$ cat config.mk
export PLATFORM = sky130hd
export DESIGN_NAME = vec_rf_sequencer
export DESIGN_NICKNAME = d
export VERILOG_FILES = /design/src/rtl/vec_rf_sequencer.sv
export SDC_FILE = /design/constraint.sdc
export NUM_CORES = 1
export LEC_CHECK = 0
export BUFFER_PORTS_ARGS = -buffer_cell sky130_fd_sc_hd__buf_2
export CAP_MARGIN = 40
export CORE_AREA = 10 10 418 420
export DETAILED_ROUTE_END_ITERATION = 10
export DIE_AREA = 0 0 428 430
export PLACE_DENSITY = 0.38
export SETUP_SLACK_MARGIN = 0.5
export SYNTH_ARGS = -nofsm -noshare
export SYNTH_HDL_FRONTEND = slang
export SYNTH_SLANG_ARGS = --single-unit
$ cat constraint.sdc
create_clock -name clk -period 1.82 [get_ports clk]
set_input_delay 0.091 -clock clk [delete_from_list [all_inputs] [get_ports clk]]
set_output_delay 0.091 -clock clk [all_outputs]
set_load 0.02 [all_outputs]
$ cat src/rtl/vec_rf_sequencer.sv
// Command sequencer for the 4x512-bit vector register file, vector memory port and vector ALU.
// Optional watchdog on the memory/ALU wait states is enabled with `define VSEQ_TIMEOUT_EN.
module vec_rf_sequencer #(
  parameter int ADDR_W = 16,
  parameter int DATA_W = 512
`ifdef VSEQ_TIMEOUT_EN
  , parameter int TIMEOUT_CYCLES = 255
`endif
) (
  input  logic              clk,
  input  logic              reset,
  input  logic              cmd_valid,
  output logic              cmd_ready,
  input  logic [1:0]        cmd_op,
  input  logic [1:0]        cmd_reg,
  input  logic [ADDR_W-1:0] cmd_addr,
  output logic              mem_req,
  output logic              mem_we,
  output logic [ADDR_W-1:0] mem_addr,
  input  logic              mem_ack,
  input  logic [DATA_W-1:0] mem_rdata,
  output logic [DATA_W-1:0] rf_load_data,
  output logic              rf_load,
  output logic [1:0]        rf_load_addr,
  output logic              rf_store,
  output logic [1:0]        rf_store_addr,
  output logic              rf_read,
  output logic              rf_write_enable,
  output logic              rf_set,
  output logic              alu_start,
  input  logic              alu_done,
  output logic              busy,
  output logic              done,
  output logic              err
);

  typedef enum logic [3:0] {
    S_IDLE, S_LD_MEM, S_LD_WR, S_ST_RD, S_ST_MEM,
    S_EX_RD, S_EX_ALU, S_EX_WB, S_SET_P, S_DONE
  } state_t;

  state_t            state, state_nxt;
  logic [1:0]        reg_q;
  logic [ADDR_W-1:0] addr_q;
  logic [DATA_W-1:0] load_buf;
  logic              alu_first;
  logic              run;
  logic              in_wait;
  logic              wd_expire;

  assign run     = !reset;
  assign in_wait = (state == S_LD_MEM) || (state == S_ST_MEM) || (state == S_EX_ALU);

`ifdef VSEQ_TIMEOUT_EN
  localparam int TW_RAW = $clog2(TIMEOUT_CYCLES + 1);
  localparam int TW     = (TW_RAW < 8) ? 8 : TW_RAW;

  logic [TW-1:0] wd_cnt;
  logic          wait_ok;
  logic          err_q;

  assign wait_ok   = ((state == S_LD_MEM || state == S_ST_MEM) && mem_ack) ||
                     ((state == S_EX_ALU) && alu_done);
  assign wd_expire = in_wait && (wd_cnt == TW'(TIMEOUT_CYCLES - 1));

  // Counter restarts on every state change, so entry into a wait state starts from zero.
  always_ff @(posedge clk) begin
    if (reset) begin
      wd_cnt <= '0;
      err_q  <= 1'b0;
    end else begin
      if (state_nxt != state) wd_cnt <= '0;
      else if (in_wait)       wd_cnt <= wd_cnt + TW'(1);
      if (state == S_IDLE)               err_q <= 1'b0;
      else if (wd_expire && !wait_ok)    err_q <= 1'b1;
    end
  end

  assign err = done && err_q;
`else
  assign wd_expire = 1'b0;
  assign err       = 1'b0;
`endif

  always_ff @(posedge clk) begin
    if (reset) begin
      state     <= S_IDLE;
      reg_q     <= '0;
      addr_q    <= '0;
      load_buf  <= '0;
      alu_first <= 1'b0;
    end else begin
      state <= state_nxt;
      if (state == S_IDLE && cmd_valid) begin
        reg_q  <= cmd_reg;
        addr_q <= cmd_addr;
      end
      if (state == S_LD_MEM && mem_ack) load_buf <= mem_rdata;
      alu_first <= (state_nxt == S_EX_ALU) && (state != S_EX_ALU);
    end
  end

  // Success (ack/done) takes priority over a watchdog expiry in the same cycle.
  always_comb begin
    state_nxt = state;
    case (state)
      S_IDLE:
        if (cmd_valid) begin
          case (cmd_op)
            2'b00:   state_nxt = S_LD_MEM;
            2'b01:   state_nxt = S_ST_RD;
            2'b10:   state_nxt = S_EX_RD;
            default: state_nxt = S_SET_P;
          endcase
        end
      S_LD_MEM: if (mem_ack) state_nxt = S_LD_WR;
                else if (wd_expire) state_nxt = S_DONE;
      S_LD_WR:  state_nxt = S_DONE;
      S_ST_RD:  state_nxt = S_ST_MEM;
      S_ST_MEM: if (mem_ack || wd_expire) state_nxt = S_DONE;
      S_EX_RD:  state_nxt = S_EX_ALU;
      S_EX_ALU: if (alu_done) state_nxt = S_EX_WB;
                else if (wd_expire) state_nxt = S_DONE;
      S_EX_WB:  state_nxt = S_DONE;
      S_SET_P:  state_nxt = S_DONE;
      S_DONE:   state_nxt = S_IDLE;
      default:  state_nxt = S_IDLE;
    endcase
  end

  // Strobes are gated by reset so an abort never leaks a strobe on the reset cycle.
  assign busy            = run && (state != S_IDLE);
  assign cmd_ready       = !busy;
  assign mem_req         = run && (state == S_LD_MEM || state == S_ST_MEM);
  assign mem_we          = run && (state == S_ST_MEM);
  assign mem_addr        = mem_req ? addr_q : '0;
  assign rf_load         = run && (state == S_LD_WR);
  assign rf_load_addr    = rf_load ? reg_q : 2'b00;
  assign rf_load_data    = load_buf;
  assign rf_store        = run && (state == S_ST_RD);
  assign rf_store_addr   = rf_store ? reg_q : 2'b00;
  assign rf_read         = run && (state == S_EX_RD);
  assign alu_start       = run && (state == S_EX_ALU) && alu_first;
  assign rf_write_enable = run && (state == S_EX_WB);
  assign rf_set          = run && (state == S_SET_P);
  assign done            = run && (state == S_DONE);

endmodule

==> results.sh <==
export IMPL_dieHeight_um=430
export IMPL_synth_edf_count=0
export IMPL_htree_levels=3
export IMPL_finalSetupViolations=231
export IMPL_syn_inst=2383
export IMPL_yosys_top_cells_area="dfxtp_1 (57%), nand2_1 (21%), a21oi_1 (14%), buf_2 (2.9%), clkbuf_1 (1.4%)"
export IMPL_hold_viol=9
export IMPL_dp_hpwl_mm=96.1
export IMPL_crit_required_ns=1.73
export IMPL_synth_seq_cells=535
export IMPL_wl_per_cell_um=21.6
export IMPL_grt_overflow=0
export IMPL_worstRegToRegCells=12
export IMPL_clock_path_buffers=3
export IMPL_clk_latency_ns=0.67
export IMPL_total_power_mw=41.2
export IMPL_placement_io_buffers=1079
export IMPL_rsz0062_at_grt="true"
export IMPL_r2r_start="state[2]"
export IMPL_fin_nets=4668
export IMPL_synth_ff_type="dfxtp_1"
export IMPL_r2r_end="rf_load_data[276]"
export IMPL_cts_hold_buffers=535
export IMPL_ys_warnings_count=0
export IMPL_die_area_mm2=0.184
export IMPL_cp_arrival_ns=2.03
export IMPL_crit_path_max_fanout=5
export IMPL_finalHoldWorstSlack_ns=-0.213
export IMPL_initial_utilization_pct=11.2
export IMPL_drive_gt1_share_pct=47.6
export IMPL_cp_end_kind="primary output"
export IMPL_ios=1081
export IMPL_synthToLayoutAreaGrowth_pct=121
export IMPL_hold_depth=2
export IMPL_num_vias=24000
export IMPL_timing_critical_path_mode_cell="buf_8"
export IMPL_slew_viol_final=0
export IMPL_critical_path_class="reg -> out"
export IMPL_numCtsBuffers=73
export IMPL_cts_clk_slew_worst_paths_ns=0.06
export IMPL_ys_top_cells_by_count="nand2_1 (1065), dfxtp_1 (535), a21oi_1 (534)"
export IMPL_skew_ns=0.0220
export IMPL_p_per_area_mw_per_mm2=1000
export IMPL_drc=0
export IMPL_fin_crit_sh_pct=116
export IMPL_hold_path_startpoint="reset"
export IMPL_start_kind="register"
export IMPL_fillers=18100
export IMPL_fmax_mhz=472
export IMPL_failed_checks="negative hold slack, negative setup slack"
export IMPL_fin_crit_ns=2.12
export IMPL_die_x_um=428
export IMPL_leakage_nw=17.3
export IMPL_grt_pass1_vias=24200
export IMPL_worst_slew_pin_transition_ns=1.18
export IMPL_clkSinkCount=535
export IMPL_synth_top_area_cell="dfxtp_1"
export IMPL_postSynthAreaPerCell_um2=7.82
export IMPL_holdPathEnd="reg_q[1]"
export IMPL_ant_nets=0
export IMPL_grt_use_total_pct=13.8
export IMPL_antenna_found_initial=31
export IMPL_worstHoldPathType="in -> reg"
export IMPL_drt_total_wl_mm=138
export IMPL_status="complete, but fails checks"
export IMPL_synthMostInstantiatedCell="nand2_1"
export IMPL_cp_slowest_cell="dfxtp_2"
export IMPL_r2r_setup_slack_ns=-0.10
export IMPL_viasPerCell=3.74
export IMPL_tns_ns=-12.53
export IMPL_synthDistinctLibCells=32
export IMPL_yosysSeqAreaShare_pct=57.5
export IMPL_core_area_mm2=0.166
export IMPL_drt_pass1_iter_count=5
export IMPL_path_cells="buf_8, buf_4, buf_8, nor2b_4, and3b_2, and2_4, buf_6"
export IMPL_rows=150
export IMPL_max_cap_violations=0
export IMPL_synth_top_area_share_pct=57.5
export IMPL_peakVddDrop_v=0.000628
export IMPL_grt_max_degree=160
export IMPL_drt_iter0_drc=1361
export IMPL_async_reset_ff_share_pct=0
export IMPL_grt_first_pass_wirelength_mm=185
export IMPL_gp_congestion=0.894
export IMPL_root_buffer="clkbuf_16"
export IMPL_synth_nets=2920
export IMPL_cts_tree="yes"
export IMPL_setup_slack_ns=-0.299
export IMPL_slew_headroom_pct=21.2
export IMPL_syn_area_mm2=0.0186
export IMPL_cpPeakStageDelay_ns=0.33
state kept, by name (all words and copies together) (netlist names):
signal and flops:
rf_load_data 512, addr_q 16, state 4, reg_q 2
alu_first 1
worst max-delay path: cells and delay by family, from the launching register on:
kind,cells,cell delay [ns]
DFF,1,0.33
buffers and inverters,4,0.50
and+or+nand+nor,3,0.55
layout make-up:
type                       instances  area, µm²  area share, %
inverter                           2       10.0         0.0243
antenna                           19       47.5          0.115
clock buffer                     103       2120           5.14
clock inverter                    22        253          0.613
sequential                       535      10700           26.0
tap                             2204       2760           6.68
timing repair buffer            1857      15500           37.5
multi-input combinational       1662       9880           23.9
layer usage:
metal  global-route usage [%]  share of wire [%]  vias up
met1                     15.5                 39    11500
met2                     22.9                 48      970
met5                        0              0.040        -
met4                     5.34                3.5        8
met3                     5.97                9.8      239
li1                         -                  -    11200
cell usage in the layout (no fill, tap or decap), types with 2 or more instances in the layout:
cell	count
a21oi_1	315
a21oi_2	219
and2_4	20
and3_4	2
buf_12	59
buf_16	66
buf_2	1047
buf_4	56
buf_6	58
buf_8	14
bufbuf_16	6
clkbuf_1	13
clkbuf_16	90
clkbuf_8	16
clkinv_16	2
clkinv_2	8
clkinvlp_4	3
dfxtp_1	531
dfxtp_2	3
diode_2	19
dlygate4sd3_1	535
inv_16	2
inv_6	5
nand2_1	770
nand2_2	80
nand2_4	214
nand3_1	3
nand3b_1	2
nor2_1	5
nor2_4	5
nor4_4	2
o21ai_0	2
cells by family after synthesis:
family | synth area share (%)
XOR/XNOR | 0.0470
AND/OR/NAND/NOR | 23.0
flip-flops | 57.5
other | 0.0201
AO/OA/AOI/OAI | 14.8
buffers and inverters | 4.60
worst max path at each step:
stage / from / endpoint / slack [ns] / cells past startpoint
detailed placement: state[1] / rf_load_data[501] / 0.09 / 7
global placement: state[1] / rf_load_data[503] / 0.08 / 7
floorplan: state[3] / rf_load_data[307] / 0.41 / 8
finish: state[0] / rf_load_addr[1] / -0.30 / 7
CTS: state[0] / mem_addr[1] / -0.40 / 7
global route: state[0] / mem_addr[1] / -0.41 / 7
through the flow:
stage	utilization, %	setup WS [ns]	std cells	instance area, µm²
floorplan	-	0.407	2383	18700
global placement	16.2	0.0843	5555	26900
detailed placement	16.2	0.0936	5556	26900
CTS	23.1	-0.399	6337	38300
global route	24.8	-0.412	6401	41300
finish	24.8	-0.299	6404	41300
report_power, final:
part	internal [mW]	switching (mW)	leakage [nW]
Clock	8.34	6.07	1.16
Sequential	12.8	0.851	4.34
Combinational	6.13	7.07	11.8
Total	27.3	14.0	17.3
timing repair:
action / in CTS / in global routing
pin swaps: 195 / 328
hold endpoints to repair: 535 / 9
resized for setup: 412 / 585
buffers inserted: 63 / 27
gates cloned: 58 / 21
endpoints found under the setup margin: 1057 / 1021
(Power assumes the default switching activity.)
